--- config.mk ---
export PLATFORM = sky130hd
export DESIGN_NAME = fp_add_seq
export DESIGN_NICKNAME = d
export VERILOG_FILES = /design/src/rtl/floatingpoint_pkg.sv /design/src/rtl/fp_round_rne.sv /design/src/rtl/fp_add_seq.sv
export SDC_FILE = /design/constraint.sdc
export NUM_CORES = 1
export LEC_CHECK = 0
export ABC_AREA = 1
export CAP_MARGIN = 20
export CORE_ASPECT_RATIO = 0.8
export CORE_MARGIN = 2
export CORE_UTILIZATION = 60
export CTS_CLUSTER_DIAMETER = 120
export DETAILED_ROUTE_END_ITERATION = 16
export PLACE_DENSITY = 0.88
export REMOVE_ABC_BUFFERS = 1
export SETUP_SLACK_MARGIN = 0.4
export SYNTH_ARGS = -nofsm -noshare
export SYNTH_HDL_FRONTEND = slang
export SYNTH_SLANG_ARGS = --single-unit
--- constraint.sdc ---
create_clock -name clk -period 4.9 [get_ports clk]
set_input_delay 0.49 -clock clk [delete_from_list [all_inputs] [get_ports clk]]
set_output_delay 0.49 -clock clk [all_outputs]
set_load 0.03 [all_outputs]
--- src/rtl/floatingpoint_pkg.sv ---
// Single-precision float types, classifiers and helpers shared by the floating-point datapath.
package floatingpoint;

   typedef struct packed {
      logic        sign;
      logic [7:0]  exp;
      logic [22:0] mant;
   } float;

   typedef struct packed {
      logic invalid;
      logic overflow;
      logic underflow;
      logic inexact;
   } fp_flags_t;

   // Operand after classification: biased exponent widened, hidden bit made explicit.
   typedef struct packed {
      logic        sign;
      logic [9:0]  exp;
      logic [23:0] sig;
   } fp_unpacked_t;

   typedef enum logic [2:0] {
      IDLE,
      UNPACK,
      ALIGN,
      ADD,
      NORM,
      ROUND,
      DONE
   } fp_add_state_t;

   localparam logic [31:0] FP_CANON_NAN = 32'h7FC0_0000;

   function automatic logic IsZero(input float f);
      return (f.exp == 8'h00) && (f.mant == 23'd0);
   endfunction

   function automatic logic IsInf(input float f);
      return (f.exp == 8'hFF) && (f.mant == 23'd0);
   endfunction

   function automatic logic IsNaN(input float f);
      return (f.exp == 8'hFF) && (f.mant != 23'd0);
   endfunction

   function automatic logic IsDenorm(input float f);
      return (f.exp == 8'h00) && (f.mant != 23'd0);
   endfunction

   function automatic logic [4:0] Lzc27(input logic [26:0] v);
      logic [4:0] n;
      n = 5'd27;
      for (int i = 0; i < 27; i++) begin
         if (v[i]) n = 5'(26 - i);
      end
      return n;
   endfunction

   function automatic fp_unpacked_t Unpack(input float f, input bit ftz);
      fp_unpacked_t u;
      u.sign = f.sign;
      if (IsZero(f) || (ftz && IsDenorm(f))) begin
         u.exp = 10'd0;
         u.sig = 24'd0;
      end else if (IsDenorm(f)) begin
         u.exp = 10'd1;
         u.sig = {1'b0, f.mant};
      end else begin
         u.exp = {2'b00, f.exp};
         u.sig = {1'b1, f.mant};
      end
      return u;
   endfunction

endpackage

--- src/rtl/fp_round_rne.sv ---
// Round-to-nearest-even of a normalised 27-bit significand {hidden, 23 mant, G, R, S}
// into a single-precision float, with overflow/underflow/inexact detection.
module fp_round_rne
   import floatingpoint::*;
#(
   parameter bit FTZ = 1'b1
) (
   input  logic              sign,
   input  logic signed [9:0] exp_in,
   input  logic [26:0]       sig_in,
   output float              result,
   output fp_flags_t         flags
);

   logic signed [9:0] e_work;
   logic signed [9:0] e_rnd;
   logic signed [9:0] den_sh;
   logic [4:0]        sh;
   logic [26:0]       s_work;
   logic [53:0]       wide;
   logic [24:0]       m_rnd;
   logic              tiny;
   logic              round_up;

   // NOTE: every variable gets a default before any branch so no latch is inferred.
   always_comb begin
      e_work = exp_in;
      s_work = sig_in;
      tiny   = 1'b0;
      den_sh = 10'sd0;
      sh     = 5'd0;
      wide   = '0;
      result = '0;
      flags  = '0;

      // Gradual underflow: denormalise so the exponent field reads as the minimum.
      if (!FTZ && exp_in <= 10'sd0) begin
         den_sh = 10'sd1 - exp_in;
         sh     = (den_sh > 10'sd27) ? 5'd27 : den_sh[4:0];
         wide   = {sig_in, 27'd0} >> sh;
         s_work = {wide[53:28], wide[27] | (|wide[26:0])};
         e_work = 10'sd1;
         tiny   = 1'b1;
      end

      round_up = s_work[2] & (s_work[1] | s_work[0] | s_work[3]);
      m_rnd    = {1'b0, s_work[26:3]} + {24'd0, round_up};
      e_rnd    = e_work;
      if (m_rnd[24]) begin
         m_rnd = m_rnd >> 1;
         e_rnd = e_work + 10'sd1;
      end

      if (sig_in == 27'd0) begin
         result = {sign, 31'd0};
      end else if (e_rnd >= 10'sd255) begin
         result         = {sign, 8'hFF, 23'd0};
         flags.overflow = 1'b1;
         flags.inexact  = 1'b1;
      end else if (e_rnd <= 10'sd0) begin
         result          = {sign, 31'd0};
         flags.underflow = 1'b1;
         flags.inexact   = 1'b1;
      end else begin
         result          = {sign, (m_rnd[23] ? e_rnd[7:0] : 8'h00), m_rnd[22:0]};
         flags.inexact   = |s_work[2:0];
         flags.underflow = tiny & (|s_work[2:0]);
      end
   end

endmodule

--- src/rtl/fp_add_seq.sv ---
// Multi-cycle single-precision adder/subtractor with valid/ready on both sides,
// one operation in flight, special operands resolved in the unpack step.
module fp_add_seq
   import floatingpoint::*;
#(
   parameter logic [31:0] CANON_NAN = FP_CANON_NAN,
   parameter bit          FTZ       = 1'b1
) (
   input  logic        clk,
   input  logic        reset,
   input  logic        in_valid,
   output logic        in_ready,
   input  float        a,
   input  float        b,
   input  logic        sub,
   output logic        out_valid,
   input  logic        out_ready,
   output float        result,
   output logic [3:0]  flags
);

   fp_add_state_t     state_q, state_d;
   float              a_q, a_d, b_q, b_d;
   logic              sign_a_q, sign_a_d, sign_b_q, sign_b_d, sign_r_q, sign_r_d;
   logic signed [9:0] exp_a_q, exp_a_d, exp_b_q, exp_b_d, exp_r_q, exp_r_d;
   logic [26:0]       sig_a_q, sig_a_d, sig_b_q, sig_b_d, norm_q, norm_d;
   logic [27:0]       sum_q, sum_d;
   float              result_q, result_d, rnd_result;
   fp_flags_t         flags_q, flags_d, rnd_flags;

   fp_unpacked_t      up_a, up_b;
   logic              a_mag_ge_b;
   logic signed [9:0] align_diff;
   logic [4:0]        align_sh;
   logic [53:0]       align_wide;
   logic [27:0]       add_sum;
   logic [4:0]        lzc;

   assign up_a       = Unpack(a_q, FTZ);
   assign up_b       = Unpack(b_q, FTZ);
   assign a_mag_ge_b = {up_a.exp, up_a.sig} >= {up_b.exp, up_b.sig};

   assign align_diff = exp_a_q - exp_b_q;
   assign align_sh   = (align_diff > 10'sd27) ? 5'd27 : align_diff[4:0];
   assign align_wide = {sig_b_q, 27'd0} >> align_sh;

   // |A| >= |B| after alignment, so effective subtraction never goes negative.
   assign add_sum = (sign_a_q ^ sign_b_q) ? ({1'b0, sig_a_q} - {1'b0, sig_b_q})
                                          : ({1'b0, sig_a_q} + {1'b0, sig_b_q});
   assign lzc     = Lzc27(sum_q[26:0]);

   fp_round_rne #(.FTZ(FTZ)) u_round (
      .sign   (sign_r_q),
      .exp_in (exp_r_q),
      .sig_in (norm_q),
      .result (rnd_result),
      .flags  (rnd_flags)
   );

   always_comb begin
      state_d   = state_q;
      a_d       = a_q;
      b_d       = b_q;
      sign_a_d  = sign_a_q;
      sign_b_d  = sign_b_q;
      sign_r_d  = sign_r_q;
      exp_a_d   = exp_a_q;
      exp_b_d   = exp_b_q;
      exp_r_d   = exp_r_q;
      sig_a_d   = sig_a_q;
      sig_b_d   = sig_b_q;
      norm_d    = norm_q;
      sum_d     = sum_q;
      result_d  = result_q;
      flags_d   = flags_q;
      in_ready  = 1'b0;
      out_valid = 1'b0;

      unique case (state_q)
         IDLE: begin
            in_ready = 1'b1;
            if (in_valid) begin
               a_d      = a;
               b_d      = b;
               b_d.sign = b.sign ^ sub;
               state_d  = UNPACK;
            end
         end
         UNPACK: begin
            if (IsNaN(a_q) || IsNaN(b_q) || (IsInf(a_q) && IsInf(b_q) && (a_q.sign != b_q.sign))) begin
               result_d = CANON_NAN;
               flags_d  = '{invalid: 1'b1, default: 1'b0};
               state_d  = DONE;
            end else if (IsInf(a_q) || IsInf(b_q)) begin
               result_d = IsInf(a_q) ? a_q : b_q;
               flags_d  = '0;
               state_d  = DONE;
            end else begin
               if (a_mag_ge_b) begin
                  sign_a_d = up_a.sign;  exp_a_d = $signed(up_a.exp);  sig_a_d = {up_a.sig, 3'b000};
                  sign_b_d = up_b.sign;  exp_b_d = $signed(up_b.exp);  sig_b_d = {up_b.sig, 3'b000};
               end else begin
                  sign_a_d = up_b.sign;  exp_a_d = $signed(up_b.exp);  sig_a_d = {up_b.sig, 3'b000};
                  sign_b_d = up_a.sign;  exp_b_d = $signed(up_a.exp);  sig_b_d = {up_a.sig, 3'b000};
               end
               state_d = ALIGN;
            end
         end
         ALIGN: begin
            sig_b_d = {align_wide[53:28], align_wide[27] | (|align_wide[26:0])};
            state_d = ADD;
         end
         ADD: begin
            sum_d    = add_sum;
            // Exact zero is +0 unless both addends were -0.
            sign_r_d = (add_sum == 28'd0) ? (sign_a_q & sign_b_q) : sign_a_q;
            state_d  = NORM;
         end
         NORM: begin
            if (sum_q[27]) begin
               norm_d  = {sum_q[27:2], sum_q[1] | sum_q[0]};
               exp_r_d = exp_a_q + 10'sd1;
            end else begin
               norm_d  = sum_q[26:0] << lzc;
               exp_r_d = exp_a_q - $signed({5'd0, lzc});
            end
            state_d = ROUND;
         end
         ROUND: begin
            result_d = rnd_result;
            flags_d  = rnd_flags;
            state_d  = DONE;
         end
         DONE: begin
            out_valid = 1'b1;
            if (out_ready) state_d = IDLE;
         end
         default: state_d = IDLE;
      endcase
   end

   // NOTE: sequential state uses non-blocking assignments so every flop samples pre-edge values.
   always_ff @(posedge clk) begin
      if (reset) begin
         state_q  <= IDLE;
         result_q <= '0;
         flags_q  <= '0;
      end else begin
         state_q  <= state_d;
         result_q <= result_d;
         flags_q  <= flags_d;
      end
   end

   // NOTE: datapath registers carry no reset; each is written before the FSM reads it.
   always_ff @(posedge clk) begin
      a_q      <= a_d;
      b_q      <= b_d;
      sign_a_q <= sign_a_d;
      sign_b_q <= sign_b_d;
      sign_r_q <= sign_r_d;
      exp_a_q  <= exp_a_d;
      exp_b_q  <= exp_b_d;
      exp_r_q  <= exp_r_d;
      sig_a_q  <= sig_a_d;
      sig_b_q  <= sig_b_d;
      norm_q   <= norm_d;
      sum_q    <= sum_d;
   end

   assign result = result_q;
   assign flags  = flags_q;

endmodule
After elaboration in Yosys (flattened, before gate mapping)
Cells that the tools add are included.

word-level totals
  RAM bits = 0
  logic and storage cells = 165
  latch bits = 0
  input bits = 69
  memories kept = 0
  memory bits (read-only) = 0
  register bits = 245

operators by class
  multiplexer cells = 70
  shifts and indexed selects = 2
  add/subtract/negate cells = 7
  bitwise operators = 10
  div/mod/pow operators = 0
  magnitude comparators = 4
  reductions and logical operators = 33
  $mul = 0
  equal/unequal tests = 14

operator list
  cell                                            number
  2-to-1 mux 32 bit                               6
  2-to-1 mux 5 bit                                27
  2-to-1 mux 27 bit                               4
  2-to-1 mux 31 bit                               3
  case mux 32 bit (2 select lines)                1
  case mux 27 bit (2 select lines)                1
  >> shifter 54 x 5 -> 54 bit                     1
  zero test 23 bit                                2
  nonzero test 23 bit                             2
  2-to-1 mux 10 bit                               4
  greater-or-equal comparator 34 bit              1
  2-to-1 mux 34 bit                               1
  adder 27 x 27 -> 28 bit                         1
  zero test 28 bit                                1
  2-to-1 mux 28 bit                               1
  subtractor 27 x 27 -> 28 bit                    1
  zero test 27 bit                                1
  OR reduction 27 bit                             1
  << shifter 27 x 5 -> 27 bit                     1
  2-to-1 mux 26 bit                               1
  adder 24 x 1 -> 25 bit                          1
  2-to-1 mux 24 bit                               1
  case mux 3 bit (7 select lines)                 1
  adder 10 x 2 -> 10 bit (second input constant)  2
  other kinds (30)                                74

Logic depth before layout (Yosys ltp)
Gate-level depths: netlist of run 1.

  depth after elaboration = 29
  depth in mapped cells = 42
  mapped depth without buffers = 42

Hierarchy
From an unflattened synthesis of run 1, not the netlist that was laid out.

unflattened totals
  cells, all modules = 2224
  area total of the unflattened synthesis = 16972.5 µm²

modules (own cells, without submodules)
  module        cells an instance  area each (µm²)  times used  sequential area each (µm²)
  fp_add_seq    1903               15369.7          1           6756.5
  fp_round_rne  321                1602.8           1           0.0

Least setup slack after synthesis of run 1
Ideal clock, no wire load.

  kind = reg2reg
  from = reg state_q[0]
  to = reg a_q[0] in the netlist's numbering, enable pin
  setup slack = 0.690 ns
  period minus slack after synthesis = 4.210 ns
  data arrival time = 3.724 ns
  cell stages (with the launch flop) = 6
  path buffers = 0
  setup time = 0.486 ns
  cells stage by stage = dfxtp_1 > nor2_1 > inv_1 > nor2_1 > inv_1 > nor2_1

on the way
  cells in the longest elaborated chain, start to end = 2

ends and longest elaborated chain
  element                               RTL line           text
  start: declaration                    fp_add_seq.sv:22   fp_add_state_t state_q, state_d;
  start signal: assignment              fp_add_seq.sv:149  state_q <= state_d;
  zero test 3 bit                       fp_add_seq.sv:79   unique case (state_q)
  AND reduction 2 bit (no source line)  n/a
  end signal: assignment                fp_add_seq.sv:157  a_q <= a_d;
  end: declaration                      fp_add_seq.sv:23   float a_q, a_d, b_q, b_d;

Every way passes these cells.
A chain may end at the register's enable or synchronous reset.

Worst setup path in the final report of run 1
  from = reg exp_a_q[0]
  to = reg sig_b_q[0], data pin

on the way
  cells in the longest elaborated chain, start to end = 7

ends and longest elaborated chain
  element                                  RTL line           text
  start: declaration                       fp_add_seq.sv:25   logic signed [9:0] exp_a_q, exp_a_d, exp_b_q, exp_b_d, exp_r_q, exp_r_d;
  start signal: assignment                 fp_add_seq.sv:162  exp_a_q <= exp_a_d;
  subtractor 10 bit (*)                    fp_add_seq.sv:43   assign align_diff = exp_a_q - exp_b_q;
  greater-than comparator 10 x 6 -> 1 bit  fp_add_seq.sv:44   assign align_sh = (align_diff > 10'sd27) ? 5'd27 : align_diff[4:0];
  2-to-1 mux 5 bit (*)                     fp_add_seq.sv:44
  >> shifter 54 x 5 -> 54 bit (*)          fp_add_seq.sv:45   assign align_wide = {sig_b_q, 27'd0} >> align_sh;
  OR reduction 27 bit                      fp_add_seq.sv:110  sig_b_d = {align_wide[53:28], align_wide[27] | (|align_wide[26:0])};
  OR 1 bit (*)                             fp_add_seq.sv:110
  case mux 27 bit (2 select lines) (*)     fp_add_seq.sv:79
  end signal: assignment                   fp_add_seq.sv:166  sig_b_q <= sig_b_d;
  end: declaration                         fp_add_seq.sv:26   logic [26:0] sig_a_q, sig_a_d, sig_b_q, sig_b_d, norm_q, norm_d;

Every way passes the cells marked *; elsewhere a longest branch is shown, timed or not.

==> Implementation_results.wiki, run 1 <==
{| class="wikitable"
! Metric !! Value
|-
| Switching Share || 0.4593
|-
| M1 WL || just under 20000 microns
|-
| ANT cells || 0
|-
| Critical-path cell list || inv_1 > ha_1 > inv_1 > fa_1 > nand3_1 > nand2_1 > nand2_1 > nand2_1 > a21oi_1 > xor2_1 > nand4_1 > o21ai_4 > buf_4 > nand2_1 > buf_4 > inv_1 > buf_4 > o21ai_0 > o21ai_0 > nand3_1 > nor2_1 > nand3_1 > nand2_1 > nand2_1
|-
| Number of cells on the worst reg-to-reg path || 24
|-
| Crit end category || flop
|-
| Sw Pwr || 5.052 mW
|-
| # DRC || 0
|-
| Max-capacitance violation count || 0
|-
| Pwr Total || around 11 mW
|-
| Site row count || 54
|-
| Met2 WL post-DR || about 21000 microns
|-
| Clock Latency Late Sink || roughly 0.55 ns
|-
| Number of hold-slack violations in the final timing report || 0
|-
| Yosys warning total || 0
|-
| Pint || just under 6 mW
|-
| Cell at the root of the clock tree || sky130_fd_sc_hd__clkbuf_16
|-
| Cells after DPL || 2539
|-
| Data arrival time of the critical path || 4.65 ns
|-
| Startpoint Class || flop
|-
| Critical Path Most Common Cell || sky130_fd_sc_hd__nand2_1
|-
| Detail-routed net length per standard cell || around 18 microns
|-
| Antenna violations before repair || 0
|-
| Antenna Nets Post-Route || 0
|-
| Number of synthesized flops with an enable pin || 199
|-
| Worst Max-Slew Pin Slew || 0.9425 ns
|-
| Post-Layout Inst Area || approximately 19000 sq um
|-
| CTS tree || yes
|-
| Die Outline Area || around 29000 sq um
|-
| Most frequent cells in the layout || sky130_fd_sc_hd__nand2_1, sky130_fd_sc_hd__inv_1, sky130_fd_sc_hd__nand3_1
|-
| Iteration count of the initial detailed-routing pass || 8
|-
| Min setup slack post-route || 0.5513 ns
|-
| Drt first-iter violations || around 1900
|-
| Core area || 27090 sq um
|-
| Vertical die dimension || 152.1 microns
|-
| Clk network pwr share || 0.181
|-
| Detailed Route WL || ~48000 microns
|-
| Path type of the worst setup path || reg -> reg
|-
| Critical R2R Launch || exp_a_q[0]
|-
| Pre-CTS setup slack || 0.4281 ns
|-
| Flops & latches, synth || between 200 and 250
|-
| Top-level I/O count || about 110
|-
| Run status || completed
|-
| Reported leakage power || ~8 nW
|-
| Final Setup Violations || 0
|-
| Endpoint of the worst register-to-register path || sig_b_q[0]
|-
| Startpoint of the tightest hold check path || result[0]
|-
| Per-cell via count in the routed design || 6.156
|-
| Distinct cell type count of the synthesized netlist || 60
|-
| Most used DFF post-synth || sky130_fd_sc_hd__edfxtp_1
|-
| Max Clock Skew || 0.009492 ns
|-
| Endpoint of the worst hold path || result[0]
|-
| Sequential power share || 0.283
|-
| Fill count || slightly above 2000
|-
| Area added between synthesis and finish || 16.28%
|-
| Largest stage delay on the critical path || around 0.4 ns
|-
| Min cycle time layout || roughly 4.3 ns
|-
| Count of buffers from port buffering || 106
|-
| Path type of the worst min-delay path || reg -> reg
|-
| Sequential element share of the synthesized area || 0.4107
|-
| Critical-path top delay cell || sky130_fd_sc_hd__fa_1
|-
| Achievable frequency || 230.0 MHz
|-
| Area post-placement || roughly 18000 sq um
|-
| Total Nets Final || 2362
|-
| Pin count of the biggest net entering global routing || 65
|-
| Post-Syn Area || around 16000 sq um
|-
| Reg-to-reg setup timing slack || between 0.5 and 0.6 ns
|-
| CTS HTree Levels || 1
|-
| Remaining Overflow, GRT || 0
|-
| Ys async rst share || 0
|-
| Number of pins with negative max-slew slack in the final report || 0
|-
| TritonCTS Sinks || 238
|-
| Min Hold Slack || ~0.46 ns
|-
| Global-route usage over all layers || 0.3220
|-
| Cell area power density || approximately 570 nW/um^2
|-
| Final period utilization || 0.8875
|-
| Met3 Wirelength || approximately 5200 microns
|-
| Effective utilization at floorplan || 0.6072
|-
| Gate Count Post-Synth || approximately 2100
|-
| Worst EP required || 5.20 ns
|-
| TritonCTS Buffers || 26
|-
| Worst IR drop on VDD || ~0.50 mV
|-
| Post-detailed-placement half-perimeter wirelength || 35950 microns
|-
| DR top layer || met4
|-
| Setup repair after global routing missed its margin || yes
|-
| Post-route insts no fill || 2596
|-
| Overall die width || roughly 190 microns
|-
| Average cell area after synthesis || ~7.8 sq um
|-
| Clock slew seen by the registers of the worst setup and hold paths || about 0.06 ns
|-
| Most frequent standard cell in the layout excluding fill and tap cells || sky130_fd_sc_hd__nand2_1
|-
| Worst slew margin || 0.3701
|-
| Clock buffer depth || 3
|-
| Number of cells traversed by the worst hold path || 2
|-
| Last weighted congestion value of the routability-driven placer || approximately 1
|-
| Combinational group share of total power || 0.536
|-
| Global-route wire length before repair || around 75000 microns
|-
| CP Max Fanout || 18
|-
| Number of vias in the routed layout || roughly 16000
|-
| Share of post-route cells with drive strength above 1 || 0.07258
|-
| Number of global-route vias before repair || 14620
|}
worst max-delay path, delay by kind of cell (launching register included):
kind / cells / cell delay [ns]
buffers and inverters: 6 / 0.90
flip-flops: 1 / 0.38
XOR/XNOR: 1 / 0.16
adder cells (fa/ha/maj): 2 / 0.56
AO/OA/AOI/OAI: 4 / 0.97
AND/OR/NAND/NOR: 11 / 1.10
logic make-up after synthesis:
family | after synthesis | synth area share
multiplexers | 7 | 0.004259
adder cells (fa/ha/maj) | 81 | 0.06251
AO/OA/AOI/OAI | 397 | 0.1383
AND/OR/NAND/NOR | 979 | 0.2613
XOR/XNOR | 90 | 0.04791
buffers and inverters | 324 | 0.07499
flip-flops | 238 | 0.4107
power by group through the flow:
stage | Combinational, mW | Sequential (mW) | Clock [mW]
after floorplan | 3.98 | 3.04 | 0
after global placement | 5.34 | 3.10 | 0
after detailed placement | 5.47 | 3.12 | 0
after CTS | 5.51 | 3.08 | 2.00
after global routing | 6.52 | 3.13 | 2.08
final | 5.90 | 3.11 | 1.99
stage by stage:
stage | setup TNS (ns) | utilization
after global routing | 0 | 0.7061
after global placement | 0 | 0.6627
after CTS | 0 | 0.6949
after detailed placement | 0 | 0.6627
final | 0 | 0.7061
after floorplan | -2.302 | -
worst max path at each step:
stage	from	endpoint	slack [ns]
after global placement	sig_b_q[2]	sign_r_q	0.58
after CTS	sig_b_q[2]	sign_r_q	0.41
after floorplan	sum_q[2]	exp_r_q[9]	-0.33
after global routing	sig_b_q[0]	sign_r_q	0.30
after detailed placement	sum_q[2]	exp_r_q[9]	0.43
final	exp_a_q[0]	sig_b_q[0]	0.55
Yosys cell counts, drive strengths merged (3+ instances only):
master,count,share of area
a211oi,3,0.0014
a21o,3,0.0014
a21oi,99,0.030
a22oi,19,0.0087
a31oi,13,0.0049
and2,3,0.0011
and3,3,0.0014
buf,14,0.0041
clkbuf,72,0.016
clkinv,4,0.00091
dfxtp,39,0.047
edfxtp,199,0.36
ha,79,0.060
inv,234,0.054
mux2i,7,0.0043
nand2,504,0.12
nand3,202,0.062
nand3b,6,0.0027
nand4,46,0.019
nor2,148,0.035
nor3,28,0.0092
nor4,34,0.013
o211ai,15,0.0068
o21a,4,0.0018
o21ai,171,0.052
o221ai,7,0.0037
o22ai,39,0.015
o31ai,7,0.0032
o32ai,3,0.0016
xnor2,18,0.0096
xor2,72,0.038
cell type report:
cell class	count	area, sq um	area share
multi-input cells	1554	8712	0.4554
clock inverters	22	222.7	0.01164
well taps	364	455.4	0.02381
flip-flops and latches	238	6756	0.3532
repair buffers	154	1438	0.07515
inverters	238	895.9	0.04683
clock buffers	26	650.6	0.03401
repair_timing:
action,4_1_cts,5_1_grt
gates resized for setup,1,57
setup buffers,0,8
pin swaps,0,15
setup endpoints to repair,1,13
cloned,0,0
hold buffers,0,0
state kept, by name, indices dropped and copies added, names as in the netlist, 4 cells and up:
signal / flops
flags: 4
exp_r_q: 10
result: 32
a_q: 32
b_q: 32
norm_q: 27
sig_b_q: 27
sig_a_q: 24
exp_b_q: 8
exp_a_q: 8
sum_q: 28
per-layer routing:
layer / GRT usage / up-vias
li1: - / 7524
met2: 0.4987 / 982
met3: 0.05313 / 143
met5: 0 / -
met4: 0.08482 / 0
met1: 0.4706 / 7333
Note: power is estimated with default switching activity, not from simulation.
==> run 2: changes to the inputs <==
Settings changed: CORE_MARGIN 2 to 5, CTS_CLUSTER_SIZE set to 20.
==> run 2 against run 1 <==
- die area up 7.2%
- register-to-register slack gained 0.05 ns
- cell area is 2.5% lower
- first-iteration DRC count up 1.2%
- utilization shrank 2.0 points
- hold slack improved by 0.0024 ns
- worst setup slack improved by 0.055 ns
- critical path depth increased by 1
- routed wire length is 0.64% higher
- final cell count decreased by 0.69%
- clock power fell by 36%
- critical endpoint unchanged
- largest cell class unchanged
==> Implementation_results.wiki, run 2 (synthesized netlist as in run 1, its figures left out) <==
{| class="wikitable"
! Metric !! Value
|-
| Drt first-iter violations || 1924 (was 1902)
|-
| Area post-placement || 17950 sq um (unchanged)
|-
| Vertical die dimension || 158.1 microns (was 152.1 microns)
|-
| Max Clock Skew || 0.02390 ns (was 0.009492 ns)
|-
| ANT cells || 0 (unchanged)
|-
| Path type of the worst min-delay path || reg -> reg (unchanged)
|-
| Number of vias in the routed layout || 15780 (was 15980)
|-
| Area added between synthesis and finish || 13.32% (was 16.28%)
|-
| CP Max Fanout || 51 (was 18)
|-
| CTS tree || yes (unchanged)
|-
| Most frequent standard cell in the layout excluding fill and tap cells || sky130_fd_sc_hd__nand2_1 (unchanged)
|-
| Post-route insts no fill || 2578 (was 2596)
|-
| Pwr Total || 10.12 mW (was 11.00 mW)
|-
| Worst EP required || 5.14 ns (was 5.20 ns)
|-
| Path type of the worst setup path || reg -> reg (unchanged)
|-
| Number of global-route vias before repair || 14370 (was 14620)
|-
| Reported leakage power || 7.797 nW (was 7.990 nW)
|-
| Per-cell via count in the routed design || 6.121 (was 6.156)
|-
| Global-route usage over all layers || 0.2986 (was 0.3220)
|-
| Combinational group share of total power || 0.568 (was 0.536)
|-
| Clock slew seen by the registers of the worst setup and hold paths || 0.09 ns (was 0.06 ns)
|-
| M1 WL || 20750 microns (was 19840 microns)
|-
| Overall die width || 195.1 microns (was 189.1 microns)
|-
| Final Setup Violations || 0 (unchanged)
|-
| Cells after DPL || 2538 (was 2539)
|-
| DR top layer || met4 (unchanged)
|-
| Site row count || 54 (unchanged)
|-
| Core area || 27160 sq um (was 27090 sq um)
|-
| Number of hold-slack violations in the final timing report || 0 (unchanged)
|-
| Sequential power share || 0.307 (was 0.283)
|-
| Clk network pwr share || 0.126 (was 0.181)
|-
| Remaining Overflow, GRT || 0 (unchanged)
|-
| Final period utilization || 0.8763 (was 0.8875)
|-
| Cell at the root of the clock tree || sky130_fd_sc_hd__clkbuf_16 (unchanged)
|-
| Startpoint Class || flop (unchanged)
|-
| Post-detailed-placement half-perimeter wirelength || 36990 microns (was 35950 microns)
|-
| Sum of buffers and inverters on the critical path || 3 (was 6)
|-
| Detail-routed net length per standard cell || 18.61 microns (was 18.36 microns)
|-
| Effective utilization at floorplan || 0.6057 (was 0.6072)
|-
| Sw Pwr || 4.770 mW (was 5.052 mW)
|-
| Antenna violations before repair || 0 (unchanged)
|-
| Last weighted congestion value of the routability-driven placer || 0.9996 (was 1.018)
|-
| Switching Share || 0.4714 (was 0.4593)
|-
| Worst Max-Slew Pin Slew || 0.9621 ns (was 0.9425 ns)
|-
| Antenna Nets Post-Route || 0 (unchanged)
|-
| Run status || completed (unchanged)
|-
| Setup repair after global routing missed its margin || yes (unchanged)
|-
| Critical Path Most Common Cell || sky130_fd_sc_hd__nand2_1 (unchanged)
|-
| CTS HTree Levels || 1 (unchanged)
|-
| Largest stage delay on the critical path || 0.42 ns (was 0.40 ns)
|-
| Pre-CTS setup slack || 0.4427 ns (was 0.4281 ns)
|-
| Most frequent cells in the layout || sky130_fd_sc_hd__nand2_1, sky130_fd_sc_hd__inv_1, sky130_fd_sc_hd__nand3_1 (unchanged)
|-
| Met2 WL post-DR || 21320 microns (was 21080 microns)
|-
| TritonCTS Sinks || 238 (unchanged)
|-
| Global-route wire length before repair || 75150 microns (was 75090 microns)
|-
| Worst IR drop on VDD || 0.3731 mV (was 0.5030 mV)
|-
| Total Nets Final || 2356 (was 2362)
|-
| Worst slew margin || 0.3561 (was 0.3701)
|-
| Clock buffer depth || 3 (unchanged)
|-
| Min setup slack post-route || 0.6062 ns (was 0.5513 ns)
|-
| Max-capacitance violation count || 0 (unchanged)
|-
| Cell area power density || 542.7 nW/um^2 (was 574.9 nW/um^2)
|-
| Achievable frequency || 232.9 MHz (was 230.0 MHz)
|-
| Count of buffers from port buffering || 106 (unchanged)
|-
| Top cell family by delay on the critical path || simple AND/OR/NAND/NOR gates (unchanged)
|-
| Pint || 5.348 mW (was 5.947 mW)
|-
| Met3 Wirelength || 4876 microns (was 5225 microns)
|-
| Critical-path top delay cell || sky130_fd_sc_hd__edfxtp_1 (was sky130_fd_sc_hd__fa_1)
|-
| Data arrival time of the critical path || 4.53 ns (was 4.65 ns)
|-
| Share of post-route cells with drive strength above 1 || 0.05962 (was 0.07258)
|-
| Crit end category || flop (unchanged)
|-
| TritonCTS Buffers || 15 (was 26)
|-
| Number of pins with negative max-slew slack in the final report || 0 (unchanged)
|-
| Top-level I/O count || 107 (unchanged)
|-
| Post-Layout Inst Area || 18640 sq um (was 19130 sq um)
|-
| Min Hold Slack || 0.4661 ns (was 0.4637 ns)
|-
| Min cycle time layout || 4.294 ns (was 4.349 ns)
|-
| # DRC || 0 (unchanged)
|-
| Pin count of the biggest net entering global routing || 65 (unchanged)
|-
| Detailed Route WL || 47970 microns (was 47660 microns)
|-
| Iteration count of the initial detailed-routing pass || 6 (was 8)
|-
| # hold bufs at CTS || 0 (unchanged)
|-
| Clock Latency Late Sink || 0.50 ns (was 0.55 ns)
|-
| Die Outline Area || 30850 sq um (was 28770 sq um)
|}
run 2: changes by cell type in the layout (fill, tap and decap cells not counted), moves of 4 or more:
cell                         previous run  this run
sky130_fd_sc_hd__buf_4                 46        52
sky130_fd_sc_hd__o21ai_1               16        21
sky130_fd_sc_hd__clkinv_4               4         0
sky130_fd_sc_hd__clkbuf_16             26        15
sky130_fd_sc_hd__clkinvlp_4             6         0
sky130_fd_sc_hd__o21ai_0              148       144
sky130_fd_sc_hd__clkinv_2               5         0
sky130_fd_sc_hd__clkbuf_1               0         8
run 2: path summary, 6_finish.rpt:
check,startpoint,to,slack [ns],depth (start not counted)
setup reg to reg,exp_a_q[0],sig_b_q[0],0.61,25
hold / removal,result[6],result[6],0.47,2
setup / recovery,exp_a_q[0],sig_b_q[0],0.61,25
hold reg to reg,result[6],result[6],0.47,2
run 2: worst reg2reg max path: stages (launching register included):
cell and delay (ns):
sky130_fd_sc_hd__edfxtp_1 0.42, sky130_fd_sc_hd__inv_1 0.08, sky130_fd_sc_hd__ha_1 0.14, sky130_fd_sc_hd__inv_1 0.06, sky130_fd_sc_hd__fa_1 0.40, sky130_fd_sc_hd__nand3_1 0.09, sky130_fd_sc_hd__nand2_1 0.07, sky130_fd_sc_hd__nand2_1 0.10
sky130_fd_sc_hd__nand2_1 0.08, sky130_fd_sc_hd__a21oi_1 0.18, sky130_fd_sc_hd__xor2_1 0.17, sky130_fd_sc_hd__nand4_1 0.13, sky130_fd_sc_hd__o21ai_2 0.21, sky130_fd_sc_hd__nand2_2 0.10, sky130_fd_sc_hd__buf_4 0.27, sky130_fd_sc_hd__o21ai_0 0.33
sky130_fd_sc_hd__or2_2 0.16, sky130_fd_sc_hd__o21ai_0 0.10, sky130_fd_sc_hd__o21ai_0 0.32, sky130_fd_sc_hd__nand2_1 0.08, sky130_fd_sc_hd__nand2_1 0.09, sky130_fd_sc_hd__nand2_1 0.05, sky130_fd_sc_hd__nor2_1 0.14, sky130_fd_sc_hd__nand3_1 0.09
sky130_fd_sc_hd__nand2_1 0.08, sky130_fd_sc_hd__nand2_1 0.10
run 2: timing repair:
item,in CTS,in global routing
buffers inserted,0,14
gates resized for setup,2,46
pin swaps,0,19
setup endpoints to repair,1,8
run 2: per-stage QoR:
step / utilization / TNS (ns)
6_report: 0.6864 / 0
5_1_grt: 0.6864 / 0
4_1_cts: 0.6772 / 0
3_5_place_dp: 0.6610 / 0
3_3_place_gp: 0.6610 / 0
2_1_floorplan: - / -2.302
run 2: routing by layer:
metal,global-route usage,up-vias
met2,0.4760,848
met5,0,-
met4,0.06049,0
met3,0.04277,83
li1,-,7496
met1,0.4415,7353
run 2: layout make-up:
type / count / area [sq um]
clock inverter: 1 / 8.758
fill: 2239 / 8517
tap: 364 / 455.4
clock buffer: 24 / 419.2
timing repair buffer: 159 / 1471
multi-input combinational: 1554 / 8637
inverter: 238 / 895.9
sequential: 238 / 6756
run 2: power by group through the flow:
stage	clock, mW	combinational (mW)	sequential, mW
2_1_floorplan	0	3.98	3.04
3_3_place_gp	0	5.34	3.11
3_5_place_dp	0	5.45	3.12
4_1_cts	1.29	5.49	3.08
5_1_grt	1.37	6.41	3.12
6_report	1.27	5.74	3.10
